**src/rtl/data_mem_arbiter.sv**
```systemverilog
// rtl/data_mem_arbiter.sv - two-port arbiter for the single-port data memory
// Port 0 has priority unless port 1 has waited MAX_WAIT cycles; reads return one cycle after grant.
module data_mem_arbiter #(
    parameter int ADDR_W   = 12,
    parameter int MAX_WAIT = 8
) (
    input  logic              Clock,
    input  logic              Reset_N,
    input  logic              Req_0,
    input  logic [29:0]       Addr_0,
    input  logic              We_0,
    input  logic [31:0]       Data_W_0,
    output logic              Ack_0,
    output logic              Err_0,
    output logic              Rd_Valid_0,
    output logic [31:0]       Data_R_0,
    input  logic              Req_1,
    input  logic [29:0]       Addr_1,
    input  logic              We_1,
    input  logic [31:0]       Data_W_1,
    output logic              Ack_1,
    output logic              Err_1,
    output logic              Rd_Valid_1,
    output logic [31:0]       Data_R_1,
    output logic [ADDR_W-1:0] Mem_Addr,
    output logic              Mem_En_R,
    output logic              Mem_En_W,
    output logic [31:0]       Mem_Data_W,
    input  logic [31:0]       Mem_Data_R
);

    logic        gnt_0, gnt_1;
    logic        oor_0, oor_1;
    logic        p1_prio;
    logic [7:0]  wait_cnt;
    logic        tag_vld, tag_port, tag_err;
    logic [31:0] hold_0, hold_1;

    // Grants are masked during reset so nothing reaches the RAM while Reset_N is low.
    always_comb begin
        oor_0   = |Addr_0[29:ADDR_W];
        oor_1   = |Addr_1[29:ADDR_W];
        p1_prio = Req_1 && (wait_cnt >= 8'(MAX_WAIT));
        gnt_1   = Reset_N & Req_1 & (p1_prio | ~Req_0);
        gnt_0   = Reset_N & Req_0 & ~gnt_1;
        Ack_0   = gnt_0;
        Ack_1   = gnt_1;
        Err_0   = gnt_0 & oor_0;
        Err_1   = gnt_1 & oor_1;
    end

    always_comb begin
        Mem_Addr   = '0;
        Mem_Data_W = '0;
        Mem_En_R   = 1'b0;
        Mem_En_W   = 1'b0;
        if (gnt_0) begin
            Mem_Addr   = Addr_0[ADDR_W-1:0];
            Mem_Data_W = Data_W_0;
            Mem_En_W   = We_0 & ~oor_0;
            Mem_En_R   = ~We_0 & ~oor_0;
        end else if (gnt_1) begin
            Mem_Addr   = Addr_1[ADDR_W-1:0];
            Mem_Data_W = Data_W_1;
            Mem_En_W   = We_1 & ~oor_1;
            Mem_En_R   = ~We_1 & ~oor_1;
        end
    end

    // RAM q is only valid in the return cycle, so the returning port sees it directly
    // and the idle port shows the value captured at its last return.
    always_comb begin
        Rd_Valid_0 = tag_vld & ~tag_port;
        Rd_Valid_1 = tag_vld & tag_port;
        Data_R_0   = hold_0;
        Data_R_1   = hold_1;
        if (Rd_Valid_0) begin
            Data_R_0 = tag_err ? 32'h0 : Mem_Data_R;
        end
        if (Rd_Valid_1) begin
            Data_R_1 = tag_err ? 32'h0 : Mem_Data_R;
        end
    end

    always_ff @(posedge Clock or negedge Reset_N) begin
        if (!Reset_N) begin
            wait_cnt <= '0;
            tag_vld  <= 1'b0;
            tag_port <= 1'b0;
            tag_err  <= 1'b0;
            hold_0   <= '0;
            hold_1   <= '0;
        end else begin
            if (!Req_1 || gnt_1) begin
                wait_cnt <= '0;
            end else if (wait_cnt != 8'hFF) begin
                wait_cnt <= wait_cnt + 8'd1;
            end
            tag_vld  <= (gnt_0 & ~We_0) | (gnt_1 & ~We_1);
            tag_port <= gnt_1;
            tag_err  <= gnt_1 ? oor_1 : oor_0;
            hold_0   <= Data_R_0;
            hold_1   <= Data_R_1;
        end
    end

endmodule

```
**config.mk**
```make
export PLATFORM = sky130hd
export DESIGN_NAME = data_mem_arbiter
export DESIGN_NICKNAME = d
export VERILOG_FILES = /design/src/rtl/data_mem_arbiter.sv
export SDC_FILE = /design/constraint.sdc
export NUM_CORES = 1
export LEC_CHECK = 0
export BUFFER_PORTS_ARGS = -buffer_cell sky130_fd_sc_hd__buf_2
export CELL_PAD_IN_SITES_DETAIL_PLACEMENT = 0
export CELL_PAD_IN_SITES_GLOBAL_PLACEMENT = 1
export CORE_MARGIN = 10
export CORE_UTILIZATION = 29
export DETAILED_ROUTE_END_ITERATION = 8
export PLACE_DENSITY = 0.84
export SLEW_MARGIN = 5
export SYNTH_ARGS = -nofsm -noshare
export SYNTH_HDL_FRONTEND = slang
export SYNTH_SLANG_ARGS = --single-unit
```
**constraint.sdc**
```tcl
create_clock -name Clock -period 6.88 [get_ports Clock]
set_input_delay 2.064 -clock Clock [delete_from_list [all_inputs] [get_ports Clock]]
set_output_delay 2.064 -clock Clock [all_outputs]
set_load 0.05 [all_outputs]
```
# --- Word level (Yosys, flattened, before mapping) ---
# Cells that the tools add are included.
# W data, S select, Z words.
op_classes:
  add_sub_neg: 1
  mul: 0
  n_div: 0
  magnitude_cmp: 1
  eq_ne: 1
  n_shift: 0
  mux: 14
  bitwise: 23
  n_reduce_logical: 6
op_table:
  columns: ["operator", "n"]
  rows:
  - ["$mux W32", 5]
  - ["$reduce_or A18 Y1", 2]
  - ["$mux W12", 2]
  - ["$mux W8", 2]
  - ["$and A1 B1 Y1", 14]
  - ["$add A8 B1 Y8 const B", 1]
  - ["$ge A8 B4 Y1 const B", 1]
  - ["$ne A8 B8 Y1 const B", 1]
  - ["$not A1 Y1", 7]
  - ["$mux W1", 5]
  - ["$or A1 B1 Y1", 2]
  - ["$reduce_bool A2 Y1", 1]
  - ["$logic_and A1 B1 Y1", 1]
  - ["$logic_not A1 Y1", 1]
  - ["$logic_or A1 B1 Y1", 1]
word_totals:
  ff_bits: 75
  latchBits: 0
  mem_bits_rw: 0
  rom_bits: 0
  input_bits: 162
  out_inout_bits: 116
  wordCells: 52
  memories: 0

# --- Longest topological paths before layout ---
# Gate-level depths: netlist of run 1.
depth:
  ltp_word: 8
  mapped_depth: 6
  ltp_nobuf: 5

# --- Worst setup path after synthesis of run 1 ---
# OpenSTA, ideal clock, no wires.
synth_timing:
  path_kind: "input to output"
  startpoint: "in Req_0"
  endpoint: "out Err_0"
  t_arrival_ps: 3661
  required_time_ps: 4816
  path_slack_ps: 1155
  stages: 5
  path_buffers: 1
  cell_sequence: "nand2b_1 or2_4 a21boi_4 buf_2 nor2b_1"
synth_via:
  elab_chain_cells: 6
  word_cells_on_any_way: 7
  classes_between: "bitwise (7)"
synth_lines:
  columns: ["element", "line", "text"]
  rows:
  - ["from (decl)", "9", "input logic Req_0,"]
  - ["$not A1 Y1", "44", "gnt_1 = Reset_N & Req_1 & (p1_prio | ~Req_0);"]
  - ["$or A1 B1 Y1", "44", null]
  - ["$and A1 B1 Y1", "44", null]
  - ["$not A1 Y1", "45", "gnt_0 = Reset_N & Req_0 & ~gnt_1;"]
  - ["$and A1 B1 Y1 *", "45", null]
  - ["named net Ack_0", "13", "output logic Ack_0,"]
  - ["$and A1 B1 Y1 *", "48", "Err_0 = gnt_0 & oor_0;"]
  - ["to (decl)", "14", "output logic Err_0,"]
# Mark *: on every way through the listed nets, which the timed path passes. The rest lies on a longest branch.

# --- Worst setup path in the final report of run 1 ---
layout_timing:
  startpoint: "in Addr_1[24]"
  endpoint: "out Mem_En_W"
layout_via:
  elab_chain_cells: 5
layout_lines:
  columns: ["element", "line", "text"]
  rows:
  - ["from (decl)", "18", "input logic [29:0] Addr_1,"]
  - ["$reduce_or A18 Y1", "42", "oor_1 = |Addr_1[29:ADDR_W];"]
  - ["$not A1 Y1", "65", "Mem_En_W = We_1 & ~oor_1;"]
  - ["$and A1 B1 Y1", "65", null]
  - ["$mux W1", "62", "end else if (gnt_1) begin"]
  - ["$mux W1", "57", "if (gnt_0) begin"]
  - ["to (decl)", "27", "output logic Mem_En_W,"]
# Every way passes these cells.

==> reports/qor.yml, run 1 <==
floorplanning:
  initial_utilization_pct: 29.8
  rows: 40
  die_area_um2: 17200
  dieWidth_um: 131
  fp.dieH_um: 131
  core_area_um2: 12100
  num_io_pins: 278
power:
  switching_power_uw: 531
  p_clk_share_pct: 34.5
  power_frac_comb_pct: 31.0
  ir_drop_v: 0.000106
  netSwitchingFraction_pct: 36.7
  power_frac_seq_pct: 34.4
  p_leak_nw: 2.96
  power.internal_uw: 917
  p_per_area_nw_per_um2: 269
timing:
  hold_viol: 0
  fin_crit_ns: 5.71
  finalCritPeriodShare_pct: 83.0
  rsz0062_at_grt: "no"
  tightest_slew_ns: 1.13
  fin_hold_ws_ns: 0.484
  fin_ws_ns: 1.17
  finClkSkew_ns: 0.00555
  setup_viol: 0
  tns_ns: 0
  max_slew_margin_pct: 24.8
  clock.fmax_mhz: 175
  drv_slew: 0
clock_tree:
  clockBufferDepth: 2
  cts_inserted_buffers: 9
  ctsHoldBuffers: 0
  clk_latency_ns: 0.33
  post_cts_buffers: 0
  cts_tree: "done"
  cts_sinks: 75
  cts_root_buffer: "clkbuf_16"
  ctsResizeCount: 0
  h-tree-depth: 3
  path_clk_slew_ns: 0.06
route:
  routed_wirelength_mm: 15.9
  drc_errors: 0
  routed_via_density: 4.73
  num_vias: 3835
  drt_iter0_markers: 166
  wl_per_cell_um: 19.6
  drtPass1Iterations: 6
  antenna_left: 0
global_routing:
  overflow: 0
  grt_max_degree: 74
  antenna_found_initial: 0
  grt_first_pass_wirelength_mm: 23.8
  grt_use_total_pct: 17.5
  grt_pass1_vias: 4084
cells_and_area:
  area.growth.synth_to_final_pct: 50.0
  final_cell_mix: "buf_2 (276), dfrtp_1 (75), nand2_1 (67)"
  drive_above_1_share_pct: 46.7
  mostFrequentLayoutCell: "buf_2"
  n_antenna_cell: 0
  fillers: 1185
  fin_nets: 802
setup_path:
  crit_top_cell: "buf_2"
  crit_chain: "buf_2 > nor4_1 > nand3_1 > nor4b_1 > a32o_1 > buf_2"
  crit_path_end_kind: "primary output"
  slowest_delay_ns: 0.48
  worstPathMaxFanout: 3
  crit_family: "simple AND/OR/NAND/NOR gates"
  criticalPathCategory: "in2out"
  start_kind: "primary input"
  cp_data_required_time_ns: 4.82
  arrival_ns: 3.65
  slowest_stage: "nor4b_1"
  path_buf_inv: 2
place:
  port-buffer-count: 277
  gp_congestion: 0.867
  post-place-ws_ns: 1.16
  dp_hpwl_mm: 13.2
logic_synthesis:
  syn-num-nets: 537
  yosysUniqueCellTypes: 30
  synth_warnings: 0
  async_reset_ff_share_pct: 100
  synth_area_per_cell_um2: 9.63
  ys_ff_latch: 75
  synth_cells: 373
  synth_top_area_share_pct: 52.2
  seq_area_frac_synth_pct: 52.2
  ys.flop_type: "dfrtp_1"
  ys_top_cells_by_area: "dfrtp_1 (52%), a22o_1 (11%), o21ai_0 (9.1%)"
  synth_area_um2: 3590
  synth_area_leader_cell: "dfrtp_1"
  synth-edff-count: 0
status:
  status: "finished clean"
flow_run:
  maxCapViolations: 0
min_path:
  hold_class: "reg2reg"
-- cell families (layout without fill, tap and decap cells) --
| logic type | Yosys count | count (layout) | share of synthesized area, % |
|---|---|---|---|
| adder cells (fa/ha/maj) | 2 | 2 | 0.696 |
| AO/OA/AOI/OAI | 118 | 118 | 21.9 |
| flip-flops | 75 | 75 | 52.2 |
| buffers and inverters | 33 | 302 | 4.80 |
| AND/OR/NAND/NOR | 141 | 141 | 19.3 |
| multiplexers | 2 | 2 | 0.557 |
| XOR/XNOR | 2 | 2 | 0.488 |
-- worst reg2reg max path, cell delays in order (launching register included) --
cell     delay (ns)
dfrtp_1        0.42
or4_1          0.56
or2_4          0.27
nand3_2        0.11
inv_2          0.29
a22o_1         0.34
-- state kept, by name, indices dropped and copies added (netlist names) --
name	count
tag_port	1
tag_vld	1
hold_1	32
hold_0	32
tag_err	1
wait_cnt	8
-- through the flow --
step	instance area (um^2)	util, %	std cells	power, mW
after detailed placement	5070	42.1	795	0.962
after floorplan	3590	-	373	0.815
after global placement	5070	42.1	795	0.956
after CTS	5390	44.7	810	1.47
final	5390	44.7	810	1.45
after global routing	5390	44.7	810	1.51
-- power by group through the flow --
stage / Sequential [mW] / Combinational, mW / Clock [mW]
4_1_cts: 0.499 / 0.456 / 0.513
2_1_floorplan: 0.504 / 0.311 / 0
5_1_grt: 0.503 / 0.476 / 0.533
6_report: 0.499 / 0.449 / 0.500
3_5_place_dp: 0.507 / 0.455 / 0
3_3_place_gp: 0.505 / 0.451 / 0
-- routing by layer --
| layer | up-vias | track usage, % | wire length, um | share of wire, % |
|---|---|---|---|---|
| met5 | - | 0 | 0 | 0 |
| met4 | 0 | 4.08 | 139 | 0.87 |
| met3 | 13 | 6.17 | 1300 | 8.2 |
| met2 | 168 | 34.8 | 8920 | 56 |
| met1 | 1811 | 16.6 | 5530 | 35 |
| li1 | 1843 | - | - | - |
-- final cells by class --
class | count | area [um^2] | area share (%)
Sequential cell | 75 | 1880 | 34.8
Multi-Input combinational cell | 265 | 1550 | 28.7
Timing Repair Buffer | 280 | 1410 | 26.2
Clock buffer | 11 | 243 | 4.50
Tap cell | 168 | 210 | 3.90
Clock inverter | 4 | 75.1 | 1.39
Inverter | 7 | 26.3 | 0.487
-- synthesized netlist by cell type (3+ instances only) --
library cell and n:
a21oi_1 3, a22o_1 45, and3_1 6, buf_2 3, buf_6 6, clkbuf_1 17, dfrtp_1 75, inv_1 6
nand2_1 68, nand2b_1 36, nand3_1 6, nor2_1 8, nor4_1 8, o21ai_0 65
-- path summary, 6_finish.rpt --
path / startpoint / end / slack [ns] / depth (start not counted)
max in group asynchronous: Reset_N / hold_0[30] / 4.24 / 2
min in group asynchronous: Reset_N / tag_err / 1.53 / 1
max: Addr_1[24] / Mem_En_W / 1.17 / 6
min reg2reg: hold_0[24] / hold_0[24] / 0.48 / 2
max reg2reg: wait_cnt[4] / tag_vld / 4.79 / 5
min: hold_0[24] / hold_0[24] / 0.48 / 2
(Power assumes the default switching activity.)
==> run 2, diff against run 1 <==
Settings changed: CORE_UTILIZATION 29 to 25, PLACE_DENSITY 0.84 to 0.77.
Clock period 6.88 ns to 5.2 ns, I/O delays scaled along.
==> run 2 against run 1 <==
- sequential power increased by 32%
- setup slack got worse by 0.77 ns
- global-route usage fell by 0.81 points
- critical endpoint unchanged
- largest cell class unchanged
- highest routed layer is now met5
==> reports/qor.yml, run 2 (same netlist as run 1, synthesis figures left out) <==
status:
  status: "finished clean"
min_path:
  hold_class: "reg2reg"
  holdPathEnd: "hold_0[3]"
  hp-start: "hold_0[3]"
  holdPathStages: 2  # unchanged
setup_path:
  r2r_cells: 5  # unchanged
  r2r_start: "wait_cnt[4]"
  cp_data_required_time_ns: 3.64  # -1.18 ns
  crit_path_end_kind: "primary output"
  criticalPathCategory: "in2out"
  arrival_ns: 3.24  # -0.41 ns
  worstPathMaxFanout: 3  # unchanged
  start_kind: "primary input"
  worst-r2r-setup-slack_ns: 3.11  # -1.68 ns
  r2r_end: "tag_vld"
clock_tree:
  ctsHoldBuffers: 0  # unchanged
  post_cts_buffers: 0  # unchanged
  cts_inserted_buffers: 9  # unchanged
  path_clk_slew_ns: 0.05  # about the same
  clk_latency_ns: 0.33  # about the same
  clockBufferDepth: 2  # unchanged
  cts_tree: "done"
  cts_sinks: 75  # unchanged
  ctsResizeCount: 0  # unchanged
  cts_root_buffer: "clkbuf_16"
  h-tree-depth: 3  # unchanged
cells_and_area:
  final_cell_mix: "buf_2 (266), dfrtp_1 (75), nand2_1 (67)"
  area.growth.synth_to_final_pct: 55.3
  fin_nets: 804  # +0.25%
  drive_above_1_share_pct: 47.1  # +0.40 points
  largestRegisters: "hold_0 (32), hold_1 (32), wait_cnt (8)"
  final_area_um2: 5580  # +3.5%
  fillers: 1446  # +22%
  mostFrequentLayoutCell: "buf_2"
  n_antenna_cell: 0  # unchanged
global_routing:
  overflow: 0  # unchanged
  grt_max_degree: 77  # +4.1%
  grt_pass1_vias: 4206  # +3.0%
  antenna_found_initial: 3  # +3
  grt_use_total_pct: 16.7  # -0.81 points
  grt_first_pass_wirelength_mm: 25.5  # +7.1%
timing:
  setup_viol: 0  # unchanged
  max_slew_margin_pct: 26.3  # +1.5 points
  tns_ns: 0  # unchanged
  clock.fmax_mhz: 208
  finalCritPeriodShare_pct: 92.3
  finClkSkew_ns: 0.00707  # +0.00152 ns
  tightest_slew_ns: 1.11  # -0.0221 ns
  hold_viol: 0  # unchanged
  fin_crit_ns: 4.80
  drv_slew: 0  # unchanged
  rsz0062_at_grt: "no"
route:
  antenna_left: 0  # unchanged
  routed_via_density: 4.65  # -1.8%
  drc_errors: 0  # unchanged
  wl_per_cell_um: 20.6  # +5.1%
  routed_wirelength_mm: 17.0  # +7.0%
  num_vias: 3836  # +0.026%
  drtPass1Iterations: 4  # -2
  drt_iter0_markers: 102  # -39%
floorplanning:
  fp.dieH_um: 140  # +6.5%
  die_area_um2: 19600  # +13%
  dieWidth_um: 140  # +6.5%
  num_io_pins: 278  # unchanged
  initial_utilization_pct: 25.7  # -4.1 points
  rows: 43  # +7.5%
  core_area_um2: 14000  # +16%
power:
  p_leak_nw: 3.02  # +1.9%
  p_per_area_nw_per_um2: 349  # +30%
  power_mw: 1.95  # +34%
  ir_drop_v: 0.000164  # +54%
place:
  gp_congestion: 0.994  # +15%
  dpl_cell_area_um2: 5250  # +3.6%
  dp_hpwl_mm: 14.4  # +9.4%
  port-buffer-count: 277  # unchanged
flow_run:
  maxCapViolations: 0  # unchanged
run 2: changes by cell type in the layout (fill, tap and decap cells not counted), sizes merged:
cell	change
buf	+2
clkinv	+2
clkbuf	-1
run 2: worst max path at each step:
stage                     startpoint  cells after the start        to  slack (ns)
after floorplan                Req_0                      5     Err_0        0.48
after global placement    Addr_1[24]                      6  Mem_En_R        0.45
after detailed placement  Addr_1[24]                      6  Mem_En_R        0.40
after CTS                 Addr_1[24]                      6  Mem_En_W        0.39
after global routing      Addr_1[24]                      6  Mem_En_W        0.26
final                     Addr_1[24]                      6  Mem_En_W        0.40
run 2: area by class of cell:
class | instances | area [um^2] | share of cell area (%)
Tap cell | 180 | 225 | 4.03
Clock inverter | 6 | 88.8 | 1.59
Inverter | 7 | 26.3 | 0.471
Multi-Input combinational cell | 265 | 1550 | 27.8
Sequential cell | 75 | 1880 | 33.6
Timing Repair Buffer | 282 | 1580 | 28.2
Clock buffer | 10 | 239 | 4.28
run 2: where the power goes:
| part | total (mW) | switching, mW | internal [mW] |
|---|---|---|---|
| clock network | 0.668 | 0.235 | 0.433 |
| logic | 0.618 | 0.461 | 0.157 |
| registers | 0.660 | 0.0170 | 0.643 |
run 2: critical path, cell delays in order:
cell	delay (ns)
buf_2	0.10
nor4_1	0.49
nand3_1	0.13
nor4b_1	0.50
a32o_1	0.19
buf_2	0.27
run 2: per-layer routing:
| layer | global-route usage [%] | vias to the layer above | share of wire (%) |
|---|---|---|---|
| met3 | 5.61 | 14 | 8.1 |
| met4 | 4.67 | 2 | 1.7 |
| li1 | - | 1851 | - |
| met5 | 0 | - | 0.076 |
| met2 | 33.1 | 163 | 57 |
| met1 | 15.7 | 1806 | 33 |
run 2: stage by stage:
step	cells	util, %	hold slack (ns)	worst slack, ns
after floorplan	373	-	0.480	0.483
after global placement	809	37.6	0.464	0.450
after detailed placement	809	37.6	0.474	0.405
after CTS	825	39.9	0.490	0.387
after global routing	825	39.9	0.511	0.256
final	825	39.9	0.484	0.399
==> run 3, diff against run 2 <==
Settings changed: CELL_PAD_IN_SITES_DETAIL_PLACEMENT 0 to 1, REMOVE_ABC_BUFFERS set to 1.
==> run 3 against run 2 <==
- sequential share of layout area rose by 0.30 points
- clock skew fell by 0.0020 ns
- critical path depth rose by 1
- non-clock buffer count rose by 1
- flip-flop and latch count did not move
- total power fell by 2.2%
- clock power fell by 6.6%
- register-to-register slack got worse by 0.15 ns
- wire length rose by 9.2%
==> reports/qor.yml, run 3 (same netlist as run 1, synthesis figures left out) <==
status:
  status: "finished clean"
setup_path:
  critPathLaunch: "Addr_1[24]"
  r2r_start: "wait_cnt[4]"
  criticalPathCategory: "in2out"
  worstPathMaxFanout: 3  # unchanged
  cp_data_required_time_ns: 3.64  # about the same
  arrival_ns: 3.31  # +0.07 ns
  crit_path_end_kind: "primary output"
  start_kind: "primary input"
floorplanning:
  die_area_um2: 19600  # unchanged
  fp.dieH_um: 140  # unchanged
  rows: 43  # unchanged
  dieWidth_um: 140  # unchanged
  initial_utilization_pct: 25.7  # unchanged
  num_io_pins: 278  # unchanged
  core_area_um2: 14000  # unchanged
timing:
  fin_crit_ns: 4.87  # +0.0675 ns
  hold_viol: 0  # unchanged
  finClkSkew_ns: 0.00502  # -0.00205 ns
  max_slew_margin_pct: 19.7  # -6.6 points
  tightest_slew_ns: 1.20  # +0.0991 ns
  drv_slew: 0  # unchanged
  fin_hold_ws_ns: 0.489  # +0.00555 ns
  setup_viol: 0  # unchanged
  finalCritPeriodShare_pct: 93.6  # +1.3 points
  rsz0062_at_grt: "no"
  tns_ns: 0  # unchanged
  clock.fmax_mhz: 205  # -1.4%
route:
  routed_wirelength_mm: 18.6  # +9.2%
  routed_via_density: 4.90  # +5.3%
  wl_per_cell_um: 22.3  # +8.1%
  drc_errors: 0  # unchanged
  num_vias: 4079  # +6.3%
  drtPass1Iterations: 4  # unchanged
  drt_iter0_markers: 130  # +27%
  antenna_left: 0  # unchanged
cells_and_area:
  mostFrequentLayoutCell: "buf_2"
  final_cell_mix: "buf_2 (269), dfrtp_1 (75), nand2_1 (67)"
  drive_above_1_share_pct: 46.8  # -0.31 points
  largestRegisters: "hold_0 (32), hold_1 (32), wait_cnt (8)"
  area.growth.synth_to_final_pct: 53.9
  fillers: 1715  # +19%
  fin_nets: 805  # +0.12%
place:
  port-buffer-count: 277  # unchanged
  gp_congestion: 0.912  # -8.2%
  dp_hpwl_mm: 15.3  # +6.4%
clock_tree:
  cts_tree: "done"
  post_cts_buffers: 0  # unchanged
  ctsHoldBuffers: 0  # unchanged
  path_clk_slew_ns: 0.05  # about the same
  clk_latency_ns: 0.34  # about the same
  clockBufferDepth: 2  # unchanged
  h-tree-depth: 3  # unchanged
  cts_inserted_buffers: 9  # unchanged
  ctsResizeCount: 0  # unchanged
  cts_root_buffer: "clkbuf_16"
  cts_sinks: 75  # unchanged
global_routing:
  grt_max_degree: 66  # -14%
  grt_pass1_vias: 4458  # +6.0%
  grt_first_pass_wirelength_mm: 27.3  # +6.9%
  antenna_found_initial: 13  # +10
  overflow: 0  # unchanged
  grt_use_total_pct: 18.2  # +1.5 points
power:
  p_leak_nw: 3.00  # -0.50%
  p_per_area_nw_per_um2: 344  # -1.4%
  ir_drop_v: 0.000140  # -14%
min_path:
  hold_class: "reg2reg"
  hp-start: "hold_0[31]"
flow_run:
  maxCapViolations: 0  # unchanged
run 3: changes by cell type in the layout (fill, tap and decap cells not counted), sizes merged:
cell      before  now
bufinv         2    1
buf          282  283
clkinv         2    1
clkbuf        10   13
diode          0    8
clkinvlp       2    0
run 3: worst paths after layout:
path | to | slack [ns] | depth (start not counted)
max | Mem_En_R | 0.33 | 7
min | hold_0[31] | 0.49 | 2
max reg2reg | tag_vld | 2.96 | 6
min reg2reg | hold_0[31] | 0.49 | 2
max in group asynchronous | hold_1[6] | 2.94 | 3
min in group asynchronous | hold_0[26] | 1.35 | 2
run 3: per-stage QoR:
step           setup WS (ns)  utilization (%)  area (um^2)  std cells  power [mW]
3_3_place_gp           0.346             37.3         5220        810        1.28
3_5_place_dp           0.300             37.3         5220        810        1.30
2_1_floorplan         0.0224                -         3450        347        1.07
6_report               0.332             39.5         5530        833        1.90
5_1_grt                0.182             39.5         5520        829        2.00
4_1_cts                0.286             39.4         5510        825        1.93
run 3: routing by layer:
metal	track usage, %	share of wire [%]
met5	0	0.31
met4	9.13	3.8
met3	10.4	12
met2	30.6	49
met1	17.6	35
run 3: critical path: stages:
cell	delay (ns)
buf_2	0.10
nor4_1	0.59
nand3_1	0.15
nor4b_1	0.33
buf_4	0.19
a32o_1	0.11
buf_2	0.28
run 3: layout make-up:
class	instances	area (um^2)	share of cell area [%]
Antenna cell	8	20.0	0.362
Clock buffer	13	260	4.70
Clock inverter	2	35.0	0.633
Inverter	7	26.3	0.475
Multi-Input combinational cell	265	1550	28.0
Sequential cell	75	1880	33.9
Tap cell	180	225	4.07
Timing Repair Buffer	283	1540	27.8
run 3: report_power, final:
group	total [mW]	switching [mW]	internal, mW
registers	0.662	0.0184	0.643
clock network	0.624	0.229	0.394
logic	0.617	0.465	0.152
